--- config.mk ---
export PLATFORM = sky130hd
export DESIGN_NAME = data_mem_ctrl
export DESIGN_NICKNAME = d
export VERILOG_FILES = /design/src/rtl/rv32_mem_pkg.sv /design/src/rtl/data_align_unit.sv /design/src/rtl/data_mem_ctrl.sv
export SDC_FILE = /design/constraint.sdc
export NUM_CORES = 1
export LEC_CHECK = 0
export CAP_MARGIN = 5
export CORE_ASPECT_RATIO = 1.75
export CORE_MARGIN = 5
export CORE_UTILIZATION = 40
export CTS_BUF_LIST = sky130_fd_sc_hd__clkbuf_8
export CTS_CLUSTER_DIAMETER = 100
export DETAILED_ROUTE_END_ITERATION = 8
export PLACE_DENSITY = 0.75
export SLEW_MARGIN = 10
export SYNTH_ARGS = -nofsm -noshare
export SYNTH_HDL_FRONTEND = slang
export SYNTH_SLANG_ARGS = --single-unit
--- constraint.sdc ---
create_clock -name CLK -period 4.5 [get_ports CLK]
set_input_delay 0.45 -clock CLK [delete_from_list [all_inputs] [get_ports CLK]]
set_output_delay 0.45 -clock CLK [all_outputs]
set_load 0.01 [all_outputs]
--- src/rtl/rv32_mem_pkg.sv ---
`default_nettype none
// ============================================================================
//  Module      : rv32_mem_pkg
//  Description : Shared load/store encodings, controller states and the
//                alignment check used by the data-memory controller.
//  Revision    : 1.0 - initial release
// ============================================================================
package rv32_mem_pkg;

    localparam logic [2:0] F3_LB  = 3'b000;
    localparam logic [2:0] F3_LH  = 3'b001;
    localparam logic [2:0] F3_LW  = 3'b010;
    localparam logic [2:0] F3_LBU = 3'b100;
    localparam logic [2:0] F3_LHU = 3'b101;

    localparam logic [1:0] SZ_B = 2'b00;
    localparam logic [1:0] SZ_H = 2'b01;
    localparam logic [1:0] SZ_W = 2'b10;

    typedef enum logic [1:0] {
        ST_IDLE   = 2'b00,
        ST_ACCESS = 2'b01,
        ST_DONE   = 2'b10
    } state_t;

    // Unlisted load funct3 codes are word loads; store size 11 is never legal.
    function automatic logic is_misaligned(
        input logic       i_write,
        input logic [2:0] i_funct3,
        input logic [1:0] i_size,
        input logic [1:0] i_addr_lo
    );
        logic w_mis;
        if (i_write) begin
            case (i_size)
                SZ_B:    w_mis = 1'b0;
                SZ_H:    w_mis = i_addr_lo[0];
                SZ_W:    w_mis = |i_addr_lo;
                default: w_mis = 1'b1;
            endcase
        end else begin
            case (i_funct3)
                F3_LB, F3_LBU: w_mis = 1'b0;
                F3_LH, F3_LHU: w_mis = i_addr_lo[0];
                default:       w_mis = |i_addr_lo;
            endcase
        end
        return w_mis;
    endfunction

endpackage
`default_nettype wire

--- src/rtl/data_align_unit.sv ---
`default_nettype none
// ============================================================================
//  Module      : data_align_unit
//  Description : Store lane shift / byte-enable generation and load byte/half
//                selection with sign or zero extension.
//  Revision    : 1.0 - initial release
// ============================================================================
module data_align_unit
    import rv32_mem_pkg::*;
(
    input  logic [1:0]  i_st_size,
    input  logic [1:0]  i_st_addr_lo,
    input  logic [31:0] i_st_data,
    output logic [3:0]  o_st_byte_en,
    output logic [31:0] o_st_data,
    input  logic [2:0]  i_ld_funct3,
    input  logic [1:0]  i_ld_addr_lo,
    input  logic [31:0] i_ld_word,
    output logic [31:0] o_ld_data
);

    logic [7:0]  w_byte;
    logic [15:0] w_half;

    always_comb begin
        o_st_byte_en = 4'b0000;
        o_st_data    = i_st_data;
        case (i_st_size)
            SZ_B: begin
                o_st_byte_en = 4'b0001 << i_st_addr_lo;
                o_st_data    = {4{i_st_data[7:0]}};
            end
            SZ_H: begin
                o_st_byte_en = 4'b0011 << i_st_addr_lo;
                o_st_data    = {2{i_st_data[15:0]}};
            end
            SZ_W:    o_st_byte_en = 4'b1111;
            default: o_st_byte_en = 4'b0000;
        endcase
    end

    always_comb begin
        w_byte = i_ld_word[{i_ld_addr_lo, 3'b000} +: 8];
        w_half = i_ld_addr_lo[1] ? i_ld_word[31:16] : i_ld_word[15:0];
        case (i_ld_funct3)
            F3_LB:   o_ld_data = {{24{w_byte[7]}}, w_byte};
            F3_LBU:  o_ld_data = {24'h000000, w_byte};
            F3_LH:   o_ld_data = {{16{w_half[15]}}, w_half};
            F3_LHU:  o_ld_data = {16'h0000, w_half};
            default: o_ld_data = i_ld_word;
        endcase
    end

endmodule
`default_nettype wire

--- src/rtl/data_mem_ctrl.sv ---
`default_nettype none
// ============================================================================
//  Module      : data_mem_ctrl
//  Description : Core load/store port to word-wide req/ack memory bridge with
//                stall generation, misalignment and timeout error reporting.
//  Revision    : 1.0 - initial release
// ============================================================================
module data_mem_ctrl
    import rv32_mem_pkg::*;
#(
    parameter int unsigned TIMEOUT_CYCLES = 255
) (
    input  logic        CLK,
    input  logic        RESET,
    input  logic [3:0]  DATA_MEM_READ,
    input  logic [2:0]  DATA_MEM_WRITE,
    input  logic [31:0] DATA_MEM_ADDR,
    input  logic [31:0] DATA_MEM_WRITE_DATA,
    output logic [31:0] DATA_MEM_READ_DATA,
    output logic        DATA_MEM_BUSYWAIT,
    output logic        DATA_MEM_ERROR,
    output logic        MEM_REQ,
    output logic        MEM_WE,
    output logic [29:0] MEM_ADDR,
    output logic [3:0]  MEM_BYTE_EN,
    output logic [31:0] MEM_WRITE_DATA,
    input  logic [31:0] MEM_READ_DATA,
    input  logic        MEM_ACK
);

    localparam logic [7:0] c_TIMEOUT = 8'(TIMEOUT_CYCLES);

    state_t      r_state;
    state_t      w_next_state;
    logic        r_we;
    logic [2:0]  r_funct3;
    logic [1:0]  r_addr_lo;
    logic [29:0] r_word_addr;
    logic [31:0] r_wdata;
    logic [3:0]  r_byte_en;
    logic        r_err;
    logic [7:0]  r_tmo_cnt;
    logic [31:0] r_rdata;

    logic        w_req_rd;
    logic        w_req_wr;
    logic        w_req;
    logic        w_misaligned;
    logic        w_timeout;
    logic [3:0]  w_st_byte_en;
    logic [31:0] w_st_data;
    logic [31:0] w_ld_data;

    assign w_req_rd     = DATA_MEM_READ[3];
    assign w_req_wr     = DATA_MEM_WRITE[2];
    assign w_req        = w_req_rd | w_req_wr;
    assign w_misaligned = is_misaligned(w_req_wr, DATA_MEM_READ[2:0],
                                        DATA_MEM_WRITE[1:0], DATA_MEM_ADDR[1:0]);
    // An ack arriving in the final counted cycle still completes the access.
    assign w_timeout    = !MEM_ACK && ((r_tmo_cnt + 8'd1) == c_TIMEOUT);

    data_align_unit u_align (
        .i_st_size    (DATA_MEM_WRITE[1:0]),
        .i_st_addr_lo (DATA_MEM_ADDR[1:0]),
        .i_st_data    (DATA_MEM_WRITE_DATA),
        .o_st_byte_en (w_st_byte_en),
        .o_st_data    (w_st_data),
        .i_ld_funct3  (r_funct3),
        .i_ld_addr_lo (r_addr_lo),
        .i_ld_word    (MEM_READ_DATA),
        .o_ld_data    (w_ld_data)
    );

    always_comb begin
        w_next_state      = r_state;
        DATA_MEM_BUSYWAIT = 1'b0;
        case (r_state)
            ST_IDLE: begin
                DATA_MEM_BUSYWAIT = w_req;
                if (w_req)
                    w_next_state = w_misaligned ? ST_DONE : ST_ACCESS;
            end
            ST_ACCESS: begin
                DATA_MEM_BUSYWAIT = 1'b1;
                if (MEM_ACK || w_timeout)
                    w_next_state = ST_DONE;
            end
            ST_DONE:  w_next_state = ST_IDLE;
            default:  w_next_state = ST_IDLE;
        endcase
    end

    always_ff @(posedge CLK) begin
        if (RESET) begin
            r_state     <= ST_IDLE;
            r_we        <= 1'b0;
            r_funct3    <= 3'b000;
            r_addr_lo   <= 2'b00;
            r_word_addr <= 30'd0;
            r_wdata     <= 32'd0;
            r_byte_en   <= 4'b0000;
            r_err       <= 1'b0;
            r_tmo_cnt   <= 8'd0;
            r_rdata     <= 32'd0;
        end else begin
            r_state <= w_next_state;
            case (r_state)
                ST_IDLE: begin
                    if (w_req) begin
                        r_we        <= w_req_wr;
                        r_funct3    <= DATA_MEM_READ[2:0];
                        r_addr_lo   <= DATA_MEM_ADDR[1:0];
                        r_word_addr <= DATA_MEM_ADDR[31:2];
                        r_wdata     <= w_st_data;
                        r_byte_en   <= w_st_byte_en;
                        r_err       <= w_misaligned;
                        r_tmo_cnt   <= 8'd0;
                        if (w_misaligned)
                            r_rdata <= 32'd0;
                    end
                end
                ST_ACCESS: begin
                    if (MEM_ACK) begin
                        if (!r_we)
                            r_rdata <= w_ld_data;
                    end else begin
                        r_tmo_cnt <= r_tmo_cnt + 8'd1;
                        if (w_timeout) begin
                            r_rdata <= 32'd0;
                            r_err   <= 1'b1;
                        end
                    end
                end
                default: ;
            endcase
        end
    end

    assign MEM_REQ            = (r_state == ST_ACCESS);
    assign MEM_WE             = MEM_REQ & r_we;
    assign MEM_BYTE_EN        = (MEM_REQ && r_we) ? r_byte_en : 4'b0000;
    assign MEM_ADDR           = r_word_addr;
    assign MEM_WRITE_DATA     = r_wdata;
    assign DATA_MEM_READ_DATA = r_rdata;
    assign DATA_MEM_ERROR     = (r_state == ST_DONE) & r_err;

endmodule
`default_nettype wire

### After elaboration in Yosys (flattened, before gate mapping)

Index checks and enable logic that the tools add are counted.

| storage, ports and cells | value |
|---|---|
| bits in registers | 115 |
| bits of input ports | 106 |
| output and inout bits | 102 |
| logic and storage cells | 78 |

| cells by class | value |
|---|---|
| add/subtract/negate cells | 1 |
| equality and inequality tests | 18 |
| shift operators | 3 |
| muxes and demuxes | 26 |
| bitwise operators | 3 |
| reduce and logical (&&, ||, !) cells | 17 |

Operators with widths:

| kind | count |
|---|---|
| 32-bit two-way mux | 5 |
| 32-bit one-hot mux with 2 select lines | 2 |
| 32-bit one-hot mux with 4 select lines | 1 |
| 32-bit by 6-bit indexed part select with 8-bit output | 1 |
| 16-bit two-way mux | 1 |
| 8-bit two-way mux | 2 |
| 8-bit one-hot mux with 2 select lines | 1 |
| 3-bit == test, second input constant | 4 |
| 4-bit one-hot mux with 3 select lines | 1 |
| 8-bit by 1-bit adder with 8-bit output, second input constant | 1 |
| 8-bit == test, second input constant | 1 |
| 3-bit by 1-bit == test with 1-bit output, second input constant | 2 |
| 3-bit zero test | 2 |
| 2-bit two-way mux | 3 |
| 2-bit inequality test, second input constant | 3 |
| 1-bit one-hot mux with 2 select lines | 3 |
| 2-bit OR reduction | 3 |
| 5-bit AND reduction | 1 |
| 2-bit by 1-bit == test with 1-bit output, second input constant | 2 |
| 2-bit == test, second input constant | 2 |
| 2-bit zero test | 2 |
| 1-bit two-way mux | 4 |
| 4-bit two-way mux | 1 |
| 2-bit by 1-bit inequality test with 1-bit output, second input constant | 2 |
| 15 further kinds | 18 |

### Depth between registers and ports, before layout

Gate-level depths: netlist of run 1.

| logic depth | value |
|---|---|
| depth after elaboration | 7 |
| mapped depth | 8 |

### By module

A second synthesis of run 1 with hierarchy kept.

| unflattened totals | value |
|---|---|
| cells, all modules | 805 |
| area, all modules | 6042.0 um^2 |

Modules (own cells, without submodules):

| module | instances | cells an instance | area an instance (um^2) | seq. area each (um^2) |
|---|---|---|---|---|
| data_mem_ctrl | 1 | 623 | 4842.1 | 2302.2 |
| data_align_unit | 1 | 182 | 1199.9 | 0.0 |

### Worst setup path after synthesis of run 1

No wires, ideal clock.

| path | value |
|---|---|
| path type | register to register |
| start point | register r_tmo_cnt[0] |
| end point | register r_rdata[16], in the netlist DATA_MEM_READ_DATA[16] |
| library setup time | 0.117 ns |
| arrival time | 1.770 ns |
| data required time | 4.383 ns |
| setup slack | 2.613 ns |
| stages on the path, launching flop included | 9 |
| buffers on the path | 1 |
| period minus slack after synthesis | 1.887 ns |
| path through | dfxtp_1 > ha_1 > nor2b_1 > mux2i_1 > a211o_1 > o31ai_2 > a21oi_2 > buf_6 > a22o_1 |

| on the way | value |
|---|---|
| cells in the longest elaborated chain, start to end | 5 |

RTL lines:

| what | line | source |
|---|---|---|
| from (decl) | data_mem_ctrl.sv:42 | `logic [7:0] r_tmo_cnt;` |
| from (signal assigned) | data_mem_ctrl.sv:127 | `r_tmo_cnt <= r_tmo_cnt + 8'd1;` |
| 8-bit by 1-bit adder with 8-bit output | data_mem_ctrl.sv:60 | `assign w_timeout = !MEM_ACK && ((r_tmo_cnt + 8'd1) == c_TIMEOUT);` |
| 8-bit == test | data_mem_ctrl.sv:60 |  |
| 1-bit logical AND | data_mem_ctrl.sv:60 |  |
| 3-bit by 1-bit inequality test with 1-bit output (no line) | n/a |  |
| 5-bit AND reduction (no line) | n/a |  |
| to (signal assigned) | data_mem_ctrl.sv:125 | `r_rdata <= w_ld_data;` |
| to (decl) | data_mem_ctrl.sv:43 | `logic [31:0] r_rdata;` |

No other way between the ends.
A chain may end at the register's enable or synchronous reset.

### Final worst setup path of run 1

| path | value |
|---|---|
| start point | register r_addr_lo[1] |
| end point | register r_rdata[8], in the netlist DATA_MEM_READ_DATA[8] |

| on the way | value |
|---|---|
| cells in the longest elaborated chain, start to end | 5 |
| elaborated cells between the ends (all ways) | 6 |

RTL lines:

| what | line | source |
|---|---|---|
| from (decl) | data_mem_ctrl.sv:37 | `logic [1:0] r_addr_lo;` |
| from (signal assigned) | data_mem_ctrl.sv:112 | `r_addr_lo <= DATA_MEM_ADDR[1:0];` |
| 32-bit by 6-bit indexed part select with 8-bit output / 16-bit two-way mux (equally long branches) | data_align_unit.sv:43, data_align_unit.sv:44 |  |
| 32-bit one-hot mux with 4 select lines * | data_align_unit.sv:45 | `case (i_ld_funct3)` |
| 32-bit two-way mux * | data_mem_ctrl.sv:124 | `if (!r_we)` |
| 32-bit two-way mux * | data_mem_ctrl.sv:123 | `if (MEM_ACK) begin` |
| 32-bit one-hot mux with 2 select lines * | data_mem_ctrl.sv:107 | `case (r_state)` |

Every way passes the cells marked *; elsewhere a longest branch is shown, timed or not. The select of a mux whose other input is x is not followed.

==> metrics.cfg, run 1 <==
[status]
status = complete, no violations

[timing]
setup_viol = 0
setup_ws_ns = 1.95
worstMarginPinSlew_ns = 1.19
tns_ns = 0
period_share = 0.566
worst_clock_skew_ns = 0.0135
finalHoldViolations = 0
max_freq_ghz = 0.392
rsz0062_at_grt = no
period_needed_ns = 2.55
drv_slew = 0
timing.slew.headroom = 0.204

[synth]
syn_inst = 645
ys_seq_area_frac = 0.439
synth.largest_area_cell = dfxtp_1
netlist.area_leader.share = 0.439
synth_area_leaders = dfxtp_1 (44%), nand2_1 (9.2%), a21oi_1 (7.7%), o21ai_0 (4.1%), mux2i_1 (3.4%)
yosysUniqueCellTypes = 49
syn_nets = 753
postSynthAreaPerCell_sq_um = 8.14
synth_edf_count = 0
synthFlopType = dfxtp_1
synth_area_sq_um = 5250
yosysWarnings = 0
ys_ff_latch = 115
async_flop_share = 0

[global_routing]
grt_pass1_wl_um = 27300
grt_pass1_vias = 5400
grt_max_degree = 57
antenna_found_initial = 0
grt_usage = 0.227
grt_overflow = 0

[clocking]
post-cts-setup-buffer-count = 0
htreeDepth = 4
cts_tree = yes
postCtsResizedCells = 0
clk_latency_ns = 0.43
cts_buffers = 17
clock_sinks = 115
path_clk_slew_ns = 0.08
clockBufferDepth = 2
cts_hold_buffers = 0
clock-root-buffer = clkbuf_8

[placed_design]
portBuffers = 207
place_congestion = 0.887
dp_hpwl_um = 13400
dp_cells = 980
place_ws_ns = 1.64
placed_area_sq_um = 7380

[worst_setup_path]
critPathArrivalTime_ns = 2.88
crit_fanout = 23
slowest_delay_ns = 0.90
cp_top_family = compound AO/OA/AOI/OAI gates
crit_slowest_cell = dfxtp_1
startpoint = r_addr_lo[1]
worst-setup-path-type = flip-flop to flip-flop
cp-start-kind = flip-flop
cp_common_cell = a21oi_1
crit_chain = nor2b_1, a211oi_1, a21oi_1, a21oi_1, a21oi_1, a21o_1
cp.buffers_inverters = 0
timing.rr.start = r_addr_lo[1]
cp.required_ns = 4.83
end_kind = flip-flop

[routing]
via_count = 5475
wirelength_um = 17800
ant_nets = 0
initialDrtViolationCount = 275
drc = 0
via_per_inst = 5.41
wire_per_inst_um = 17.6
dr.pass1.iters = 7

[run]
cap_viol_max_count = 0

[layout]
utilization = 0.601
final_cells = 1012
drive_above_1_share = 0.0654
nFillCells = 1194
multi_input_area_sq_um = 2700
diodes = 0
fin_area_sq_um = 7780
final_cell_mix = clkdlybuf4s50_1 (206), nand2_1 (129), dfxtp_1 (115)
nNetsFinal = 936
syn2layout_area_growth_pct = 48.2
seq_area_sq_um = 2300
mostFrequentLayoutCell = clkdlybuf4s50_1

[floorplan]
start_util = 0.406
io_pins = 208
die_area_sq_um = 15600
core-area_sq_um = 12900
rows = 55
die_h_um = 162
dieWidth_um = 96.6

[pwr]
p_per_area_nw_per_um2 = 360
leakagePower_uw = 0.00295
irDropWorstVdd_mv = 0.198

[worst_hold_path]
min_path_type = flip-flop to flip-flop
min_from = DATA_MEM_READ_DATA[12]

-- synth_stat cells (2+ instances only) --
library cell and n:
nand2_1 129, dfxtp_1 115, a21oi_1 81, nor2_1 44, o21ai_0 43, clkbuf_1 36
nand2b_1 21, mux2i_1 18, a22o_1 16, inv_1 13, nor3_1 11, a211oi_1 10
a21o_1 8, a221o_1 8, a311oi_1 8, o22ai_1 8, o2bb2ai_1 8, buf_2 7
mux4_2 7, and3_1 6, nand3_1 6, buf_1 4, nor2b_1 4, a31oi_1 2
and2_1 2, buf_6 2, ha_1 2, nand3b_1 2, o211ai_1 2, o21a_1 2
or3_1 2
-- path summary, 6_finish.rpt --
check | to | slack [ns] | depth (start not counted)
setup / recovery | DATA_MEM_READ_DATA[8] | 1.95 | 6
hold / removal | DATA_MEM_READ_DATA[12] | 0.46 | 1
setup reg to reg | DATA_MEM_READ_DATA[8] | 1.95 | 6
hold reg to reg | DATA_MEM_READ_DATA[12] | 0.46 | 1
-- per-layer routing --
layer	wire length, um	up-vias	GRT usage
met1	6140	2510	0.235
met3	1510	53	0.0620
li1	-	2642	-
met2	9330	270	0.399
met4	820	0	0.128
met5	0	-	0
-- through the flow --
| step | hold slack (ns) | total power, uW |
|---|---|---|
| floorplan | 0.427 | 1510 |
| global placement | 0.436 | 1840 |
| detailed placement | 0.444 | 1860 |
| CTS | 0.454 | 2820 |
| global route | 0.468 | 2950 |
| finish | 0.455 | 2800 |
-- state kept, by name, summed over array words and instances, names as in the netlist --
name                count
r_funct3                3
DATA_MEM_READ_DATA     32
r_tmo_cnt               8
r_err                   1
r_byte_en               4
r_addr_lo               2
MEM_WRITE_DATA         32
MEM_ADDR               30
r_we                    1
r_state                 2
-- power by group --
| part | leakage, uW | total [uW] | internal [uW] | switching (uW) |
|---|---|---|---|---|
| combinational | 0.00181 | 658 | 328 | 330 |
| clock | 0.000192 | 971 | 512 | 458 |
| sequential | 0.000943 | 1170 | 1100 | 70.0 |
| total | 0.00295 | 2800 | 1940 | 858 |
-- cell families (layout without fill, tap and decap cells) --
kind of cell / count (synthesis) / count (layout) / synth area share
fa+ha+maj: 2 / 2 / 0.00477
simple gates: 233 / 233 / 0.193
flops: 115 / 115 / 0.439
mux: 26 / 26 / 0.0665
compound gates: 206 / 206 / 0.247
buf+inv: 63 / 259 / 0.0496
-- area by class of cell --
cell class                 count  share of cell area
clock inverter                14              0.0196
clock buffer                  18              0.0318
tap                          171              0.0275
timing repair buffer         213               0.271
multi-input combinational    467               0.347
inverter                      14             0.00675
sequential                   115               0.296
(Power assumes the default switching activity.)
==> run 2: changes to the inputs <==
--- a/config.mk
+++ b/config.mk
@@ -12,7 +12,7 @@
 export CTS_BUF_LIST = sky130_fd_sc_hd__clkbuf_8
 export CTS_CLUSTER_DIAMETER = 100
 export DETAILED_ROUTE_END_ITERATION = 8
-export PLACE_DENSITY = 0.75
+export PLACE_DENSITY = 0.78
 export SLEW_MARGIN = 10
 export SYNTH_ARGS = -nofsm -noshare
 export SYNTH_HDL_FRONTEND = slang
==> constraint.sdc (replaced) <==
create_clock -name CLK -period 2.3 [get_ports CLK]
set_input_delay 0.23 -clock CLK [delete_from_list [all_inputs] [get_ports CLK]]
set_output_delay 0.23 -clock CLK [all_outputs]
set_load 0.01 [all_outputs]
==> metrics.cfg, run 2 (synthesis gave the netlist of run 1 again) <==
[layout]
drive_above_1_share = 0.0869
utilization = 0.615
syn2layout_area_growth_pct = 51.7
final_cell_mix = clkdlybuf4s50_1 (206), nand2_1 (129), dfxtp_1 (115)
mostFrequentLayoutCell = clkdlybuf4s50_1
diodes = 0
nNetsFinal = 958

[run]
cap_viol_max_count = 0

[worst_hold_path]
min_path_type = input pin to flip-flop
min_from = RESET
min_delay_path_depth = 3
worstHoldEndpoint = r_state[1]

[floorplan]
rows = 55
die_h_um = 162
dieWidth_um = 96.6
die_area_sq_um = 15600
core-area_sq_um = 12900
start_util = 0.406
io_pins = 208

[worst_setup_path]
cp_top_family = buffers and inverters
worst-setup-path-type = flip-flop to primary output
crit_slowest_cell = clkdlybuf4s50_1
crit_fanout = 9
end_kind = primary output
cp-start-kind = flip-flop
timing.rr.start = r_tmo_cnt[0]
rrSetupSlack_ns = 0.18
crit_chain = nand2b_1, inv_2, and3_1, clkdlybuf4s50_1
slowest_delay_ns = 0.55
r2r_cells = 8
critPathArrivalTime_ns = 1.90
cp.buffers_inverters = 2
r2r_end = DATA_MEM_READ_DATA[22]
cp.required_ns = 2.07

[clocking]
cts_tree = yes
post-cts-setup-buffer-count = 0
cts_hold_buffers = 0
cts_buffers = 17
clock-root-buffer = clkbuf_8
clk_latency_ns = 0.42
postCtsResizedCells = 0
htreeDepth = 4
path_clk_slew_ns = 0.07
clockBufferDepth = 2
clock_sinks = 115

[placed_design]
dp_hpwl_um = 13300
place_congestion = 0.832
portBuffers = 207
place_ws_ns = 0.114

[timing]
setup_ws_ns = 0.167
drv_slew = 0
finalHoldViolations = 0
period_share = 0.927
worstMarginPinSlew_ns = 0.736
max_freq_ghz = 0.469
period_needed_ns = 2.13
timing.slew.headroom = 0.509
rsz0062_at_grt = no
worst_clock_skew_ns = 0.0108
setup_viol = 0
tns_ns = 0

[global_routing]
grt_pass1_vias = 5346
grt_usage = 0.226
antenna_found_initial = 0
grt_max_degree = 58
grt_overflow = 0
grt_pass1_wl_um = 27100

[pwr]
p_int_uw = 3820
irDropWorstVdd_mv = 0.472
p_seq_frac = 0.414
combPwrFrac = 0.256
p_sw_frac = 0.301
p_per_area_nw_per_um2 = 686
net-switching-power_uw = 1650
p_clk_frac = 0.330
leakagePower_uw = 0.00308

[routing]
dr.pass1.iters = 5
initialDrtViolationCount = 306
ant_nets = 0
wire_per_inst_um = 17.1
via_per_inst = 5.27
wirelength_um = 17700
via_count = 5454
drc = 0

[status]
status = complete, no violations

[run 2: changes by cell type in the layout (fill, tap and decap cells not counted), moves of 2 or more]
cell        change
clkinv_4        +2
buf_12          +3
inv_6           -3
buf_4          +19
inv_1           +2
clkinv_2        +3
clkinvlp_4      -3
[run 2: through the flow]
stage / instance area [sq um] / total power, uW / hold slack (ns) / std cells
after floorplan: 5250 / 2960 / 0.366 / 645
after global placement: 7580 / 3680 / 0.435 / 1002
after detailed placement: 7580 / 3710 / 0.438 / 1002
after CTS: 7960 / 5520 / 0.301 / 1034
after global routing: 7960 / 5760 / 0.324 / 1034
final: 7960 / 5460 / 0.323 / 1034
[run 2: cell type report]
class                           count  area [sq um]
Fill cell                        1193          4980
Multi-Input combinational cell    467          2700
Timing Repair Buffer              235          2310
Sequential cell                   115          2300
Clock buffer                       17           234
Tap cell                          171           214
Clock inverter                     15           144
Inverter                           14          52.6
[run 2: power by group through the flow]
| stage | Sequential [uW] | Clock, uW | Combinational [uW] |
|---|---|---|---|
| detailed placement | 2310 | 0 | 1400 |
| global placement | 2300 | 0 | 1390 |
| CTS | 2260 | 1850 | 1410 |
| global route | 2290 | 1950 | 1520 |
| finish | 2260 | 1800 | 1400 |
| floorplan | 2350 | 0 | 604 |
[run 2: per-layer routing]
metal | vias up | share of wire | global-route usage
met2 | 247 | 0.52 | 0.399
met1 | 2475 | 0.35 | 0.232
met5 | - | 0 | 0
li1 | 2683 | - | -
met4 | 0 | 0.044 | 0.130
met3 | 49 | 0.081 | 0.0624
[run 2: how the worst max path moves through the flow]
stage | startpoint | end | cells after the start
CTS | r_state[1] | MEM_BYTE_EN[0] | 4
global placement | MEM_ACK | DATA_MEM_READ_DATA[28] | 5
finish | r_state[1] | MEM_BYTE_EN[0] | 4
detailed placement | MEM_ACK | DATA_MEM_READ_DATA[28] | 5
floorplan | r_tmo_cnt[0] | DATA_MEM_READ_DATA[16] | 8
global route | r_state[1] | MEM_BYTE_EN[2] | 4
[run 2: tightest hold or removal path: stages]
cell,delay (ns)
buf_2,0.12
buf_4,0.22
nor2_1,0.12
